File: src/rtl/lcd_bus_receiver_pkg.sv
// Shared definitions for the LCD bus receiver: FSM states, opcode classes, blank code.
// Used by lcd_bus_receiver (optional LCD_ERR_EN error flag) and lcd_shadow_ram.
package lcd_bus_receiver_pkg;

  localparam logic [7:0] BLANK_CHAR = 8'h20;
  localparam int         RAM_DEPTH  = 32;

  typedef enum logic [1:0] {
    ST_RESET_CLR,
    ST_IDLE,
    ST_EXEC,
    ST_CLEAR
  } state_e;

  typedef enum logic [3:0] {
    OP_NOP,
    OP_CLEAR,
    OP_HOME,
    OP_ENTRY,
    OP_DISP,
    OP_SHIFT,
    OP_FUNC,
    OP_CGRAM,
    OP_DDRAM
  } op_e;

  typedef struct packed {
    logic       rs;
    logic       rw;
    logic [7:0] data;
  } bus_t;

  // Instruction class is chosen by the highest set bit of the byte.
  function automatic op_e decode_op(input logic [7:0] ins);
    if (ins[7])      return OP_DDRAM;
    else if (ins[6]) return OP_CGRAM;
    else if (ins[5]) return OP_FUNC;
    else if (ins[4]) return OP_SHIFT;
    else if (ins[3]) return OP_DISP;
    else if (ins[2]) return OP_ENTRY;
    else if (ins[1]) return OP_HOME;
    else if (ins[0]) return OP_CLEAR;
    else             return OP_NOP;
  endfunction

  // {row, col} is a flat 5-bit index, so plain modulo-32 stepping gives the row wrap.
  function automatic logic [4:0] step_addr(input logic [4:0] addr, input logic up);
    return up ? addr + 5'd1 : addr - 5'd1;
  endfunction

endpackage

File: src/rtl/lcd_shadow_ram.sv
// 32x8 shadow of the LCD character RAM: one synchronous write port, one registered read port.
// Array contents are not reset; the controller's clear sweep initialises them.
module lcd_shadow_ram
  import lcd_bus_receiver_pkg::*;
(
  input  logic       clk,
  input  logic       rst,
  input  logic       we,
  input  logic [4:0] wr_addr,
  input  logic [7:0] wr_data,
  input  logic [4:0] rd_addr,
  output logic [7:0] rd_data
);

  logic [7:0] mem [RAM_DEPTH];

  always_ff @(posedge clk) begin
    if (we) mem[wr_addr] <= wr_data;
  end

  always_ff @(posedge clk or negedge rst) begin
    if (!rst) rd_data <= '0;
    else      rd_data <= mem[rd_addr];
  end

endmodule

File: src/rtl/lcd_bus_receiver.sv
// HD44780-style write-bus responder: synchronizers, E falling-edge detect, decoder, cursor, FSM.
// Define LCD_ERR_EN to build the sticky protocol error flag; otherwise err is tied low.
module lcd_bus_receiver
  import lcd_bus_receiver_pkg::*;
#(
  parameter int SYNC_STAGES  = 2,
  parameter int CLEAR_CYCLES = 32
) (
  input  logic       clk,
  input  logic       rst,
  input  logic       lcd_e,
  input  logic       lcd_rs,
  input  logic       lcd_rw,
  input  logic [7:0] lcd_data,
  input  logic [4:0] rd_addr,
  output logic [7:0] rd_char,
  output logic [4:0] cursor_addr,
  output logic       display_on,
  output logic       busy,
  output logic       err
);

  localparam int CNT_W = $clog2(CLEAR_CYCLES);

  logic [SYNC_STAGES-1:0] e_sync;
  bus_t                   bus_sync [SYNC_STAGES];
  logic                   e_prev;
  bus_t                   bus_prev;
  logic                   fall;

  state_e                 state;
  bus_t                   txn;
  logic                   incr;
  logic [CNT_W-1:0]       clr_cnt;

  logic                   ram_we;
  logic [4:0]             ram_addr;
  logic [7:0]             ram_wdata;

  always_ff @(posedge clk or negedge rst) begin
    if (!rst) begin
      e_sync   <= '0;
      for (int i = 0; i < SYNC_STAGES; i++) bus_sync[i] <= '0;
      e_prev   <= 1'b0;
      bus_prev <= '0;
    end else begin
      e_sync      <= {e_sync[SYNC_STAGES-2:0], lcd_e};
      bus_sync[0] <= '{rs: lcd_rs, rw: lcd_rw, data: lcd_data};
      for (int i = 1; i < SYNC_STAGES; i++) bus_sync[i] <= bus_sync[i-1];
      // Fields are delayed one more stage so they line up with e_prev.
      e_prev   <= e_sync[SYNC_STAGES-1];
      bus_prev <= bus_sync[SYNC_STAGES-1];
    end
  end

  assign fall = e_prev & ~e_sync[SYNC_STAGES-1];

  always_ff @(posedge clk or negedge rst) begin
    if (!rst) begin
      state       <= ST_RESET_CLR;
      busy        <= 1'b1;
      clr_cnt     <= CNT_W'(CLEAR_CYCLES - 1);
      txn         <= '0;
      cursor_addr <= '0;
      incr        <= 1'b1;
      display_on  <= 1'b0;
    end else begin
      case (state)
        ST_RESET_CLR, ST_CLEAR: begin
          if (clr_cnt == '0) begin
            state <= ST_IDLE;
            busy  <= 1'b0;
          end else begin
            clr_cnt <= clr_cnt - CNT_W'(1);
          end
        end
        ST_IDLE: begin
          if (fall) begin
            txn   <= bus_prev;
            state <= ST_EXEC;
          end
        end
        ST_EXEC: begin
          state <= ST_IDLE;
          if (!txn.rw) begin
            if (txn.rs) begin
              cursor_addr <= step_addr(cursor_addr, incr);
            end else begin
              case (decode_op(txn.data))
                OP_CLEAR: begin
                  cursor_addr <= '0;
                  incr        <= 1'b1;
                  busy        <= 1'b1;
                  clr_cnt     <= CNT_W'(CLEAR_CYCLES - 1);
                  state       <= ST_CLEAR;
                end
                OP_HOME:  cursor_addr <= '0;
                OP_ENTRY: incr <= txn.data[1];
                OP_DISP:  display_on <= txn.data[2];
                OP_SHIFT: if (!txn.data[3]) cursor_addr <= step_addr(cursor_addr, txn.data[2]);
                OP_DDRAM: if (txn.data[5:4] == 2'b00) cursor_addr <= {txn.data[6], txn.data[3:0]};
                default:  ;
              endcase
            end
          end
        end
        default: state <= ST_IDLE;
      endcase
    end
  end

  // The sweep owns the write port while busy; otherwise only data writes reach it.
  assign ram_we    = busy | ((state == ST_EXEC) & txn.rs & ~txn.rw);
  assign ram_addr  = busy ? clr_cnt[4:0] : cursor_addr;
  assign ram_wdata = busy ? BLANK_CHAR : txn.data;

  lcd_shadow_ram u_ram (
    .clk     (clk),
    .rst     (rst),
    .we      (ram_we),
    .wr_addr (ram_addr),
    .wr_data (ram_wdata),
    .rd_addr (rd_addr),
    .rd_data (rd_char)
  );

`ifdef LCD_ERR_EN
  logic bad_txn;

  assign bad_txn = (busy & fall) |
                   ((state == ST_EXEC) &
                    (txn.rw | (~txn.rs & txn.data[7] & (txn.data[5:4] != 2'b00))));

  always_ff @(posedge clk or negedge rst) begin
    if (!rst)         err <= 1'b0;
    else if (bad_txn) err <= 1'b1;
  end
`else
  assign err = 1'b0;
`endif

endmodule
File: config.mk
export PLATFORM = sky130hd
export DESIGN_NAME = lcd_bus_receiver
export DESIGN_NICKNAME = d
export VERILOG_FILES = /design/src/rtl/lcd_bus_receiver_pkg.sv /design/src/rtl/lcd_shadow_ram.sv /design/src/rtl/lcd_bus_receiver.sv
export SDC_FILE = /design/constraint.sdc
export NUM_CORES = 1
export LEC_CHECK = 0
export ABC_AREA = 1
export BUFFER_PORTS_ARGS = -buffer_cell sky130_fd_sc_hd__buf_4
export CORE_ASPECT_RATIO = 1.75
export CORE_MARGIN = 2
export CORE_UTILIZATION = 42
export CTS_CLUSTER_DIAMETER = 80
export DETAILED_ROUTE_END_ITERATION = 7
export GPL_ROUTABILITY_DRIVEN = 1
export GPL_TIMING_DRIVEN = 0
export PLACE_DENSITY = 0.6
export SYNTH_ARGS = -nofsm -noshare
export SYNTH_HDL_FRONTEND = slang
export SYNTH_HIERARCHICAL = 1
export SYNTH_SLANG_ARGS = --single-unit
File: constraint.sdc
create_clock -name clk -period 2.4 [get_ports clk]
set_input_delay 0 -clock clk [delete_from_list [all_inputs] [get_ports clk]]
set_output_delay 0 -clock clk [all_outputs]
set_load 0.1 [all_outputs]
==> reports/summary.txt <==
Status: finished, final reports clean
RSZ-0062 raised after global routing: no
Max incr delay on CP: 410 ps
Post-DR vias/cell: 5.29
Min setup slack post-route: 116 ps
Latest clock arrival within the worst-skew pair: 570 ps
Worst Max-Slew Pin Slew: 963 ps
Predominant post-synthesis flop cell: edfxtp_1
Maximum vdd ir drop: 1270 uV
Leakage: 6.22 nW
Syn Nets: 1,230
First-pass GRT wire length: 53,500 um
Overflow after GRT: 0
CP arrival: 2530 ps
Synth Area per Inst: 11.1 um^2
IO Count: 34
Initial DRC Count: 594
Slowest cell on the critical path: dfrtp_1
Setup-failing EPs final: 0
Hold Crit Class: input port to async pin
Final nets: 1,340
Rel. slew slack: 35.6%
CP endpoint kind: flop
Largest area contributor in the netlist: edfxtp_1
Average wire per standard cell: 20.7 um
Mapped cell area: 13,400 um^2
Die height: 240 um
Cts bufs inserted: 30
Seq/Total Area, Yosys: 69.8%
Most numerous cell in the Yosys netlist: nand2_1
# H-tree levels: 1
Port bufs: 29
# clock sinks: 322
Tmin final: 2280 ps
FF+latch count, synth: 322
# DRC: 0
Critical Path RT: 2650 ps
DR pass1 iterations: 7
Design Power: 15.7 mW
Area contributors post-synth: edfxtp_1 57%, nand2_1 12%, dfrtp_1 11%
# diodes: 0
Final Hold Viols: 0
Setup_tns: 0 ps
Crit-path max FO: 8
Vias: 9,176
Number of flops mapped to enable cells by yosys: 256
Synth warn: 6
ANT nets after route: 0
CP Cell Sequence: inv_1 > ha_1 > buf_2 > nand2_1 > o21ai_4 > nand3_4 > nor2_4
Synth top cells by count: 425 x nand2_1, 256 x edfxtp_1, 220 x nand3_1
Share of the clock period used by the worst path: 95.2%
Die area: 33,400 um^2
Pwr Density: 970 nW/um^2
Number of global-route vias before repair: 9,124
Aggregate routed wire length: 35,800 um
Largest net degree at the start of global routing: 67
HPWL Detailed: 24,500 um
Die X: 139 um
Max-Cap Viols: 0
GR Util All Layers: 21.5%
Row Count: 86
Post-synthesis cell type count: 36
Root buffer cell: clkbuf_16
Reg clk slew, reported paths: 60 ps
Share of layout cells above drive strength 1: 18.7%
FMAX: 438 MHz
Worst clock skew: 11.6 ps
CTS max path bufs: 3
Async S/R FF share, synth: 20.5%
Layout area overhead: 20.9%
Post-Synthesis Cells: 1,205
Final worst hold slack: 69.7 ps
Worst setup SP type: flop
Routability congestion estimate: 0.925
CTS tree: done
Core box area: 31,400 um^2
CP Class: flop to flop
Initial Util: 42.6%
Initial antenna violation count: 0
Yosys top cell area share: 57.4%
Worst slack, placed: -599 ps
Slew Limit Fails: 0
==> logic make-up (layout without fill, tap and decap cells) <==
logic type	Yosys count	after routing	share of synthesized area (%)
flip-flops	322	322	69.8
AO/OA/AOI/OAI	43	43	1.82
adder cells (fa/ha/maj)	7	7	0.654
buffers and inverters	106	240	4.63
AND/OR/NAND/NOR	720	720	22.7
multiplexers	1	1	0.0748
XOR/XNOR	5	5	0.327
other	1	1	0.0280
==> flip-flops by register name (all words and copies together), names as in the netlist, 5 cells and up <==
name / flops
u_ram/rd_data: 8
bus_sync: 20
cursor_addr: 5
clr_cnt: 5
bus_prev: 10
txn: 10
u_ram/mem: 256
==> cells in the final DEF (no fill, tap or decap), types with 7 or more instances in the layout <==
cell / n
nand2_1: 424
edfxtp_1: 256
nand3_1: 208
dfrtp_1: 54
buf_4: 45
nor2_4: 38
inv_1: 34
clkbuf_16: 31
buf_6: 25
nor2_1: 21
buf_12: 21
buf_2: 18
a21oi_1: 17
dlygate4sd3_1: 15
clkbuf_1: 14
inv_2: 12
o21ai_1: 8
nand3_4: 7
ha_1: 7
==> cell type report <==
class                           instances  area (um^2)
Clock inverter                         14          105
Timing Repair Buffer                   78          913
Buffer                                 60          455
Fill cell                            2804        15200
Clock buffer                           42          851
Multi-Input combinational cell        777         3840
Sequential cell                       322         9360
Inverter                               46          173
Tap cell                              396          495
==> final timing paths <==
kind | from | end | slack, ps | depth (start not counted)
setup reg to reg | state[0]$_DFFE_PN0P_ | u_ram/mem[0][4]$_DFFE_PP_ | 120 | 7
min in group clk | lcd_data[6] | bus_sync[16]$_DFF_PN0_ | 70 | 2
max in group asynchronous | rst | cursor_addr[2]$_DFFE_PN0P_ | 1740 | 2
setup / recovery | state[0]$_DFFE_PN0P_ | u_ram/mem[0][4]$_DFFE_PP_ | 120 | 7
hold / removal | rst | bus_sync[16]$_DFF_PN0_ | 70 | 2
hold reg to reg | bus_sync[0]$_DFF_PN0_ | bus_prev[0]$_DFF_PN0_ | 350 | 0
==> stage by stage <==
stage          util (%)  area (um^2)  std cells
5_1_grt            51.5        16200       1735
3_5_place_dp       45.8        14400       1632
6_report           51.5        16200       1735
2_1_floorplan         -        13600       1205
3_3_place_gp       45.6        14300       1630
4_1_cts            50.2        15800       1714
==> worst max-delay path, delay by kind of cell (launching register included) <==
family / cells / cell delay (ps)
and+or+nand+nor: 3 / 820
DFF: 1 / 410
AOI/OAI and AO/OA: 1 / 330
buffers and inverters: 2 / 270
adders and majority gates: 1 / 130
==> layer usage <==
metal / track usage [%] / part of all wire, % / up-vias / routed length, um
li1: - / - / 4315 / -
met1: 22.4 / 35 / 4489 / 12500
met2: 41.5 / 55 / 270 / 19700
met3: 2.05 / 3.7 / 102 / 1310
met4: 12.7 / 6.5 / 0 / 2350
met5: 0 / 0 / - / 0
==> report_power, final <==
group	leakage (nW)	switching, mW	internal, mW	total (mW)
Clock	0.477	2.02	2.58	4.60
Sequential	3.05	0.216	7.01	7.23
Combinational	2.70	2.92	0.962	3.88
==> repair_timing <==
item	4_1_cts	5_1_grt
hold buffers	15	0
pin swaps	10	17
resized for setup	31	12
setup endpoints to repair	256	288
buffers inserted	11	21
hold endpoints to repair	81	0
No activity file was read; power rests on OpenSTA's default activity.
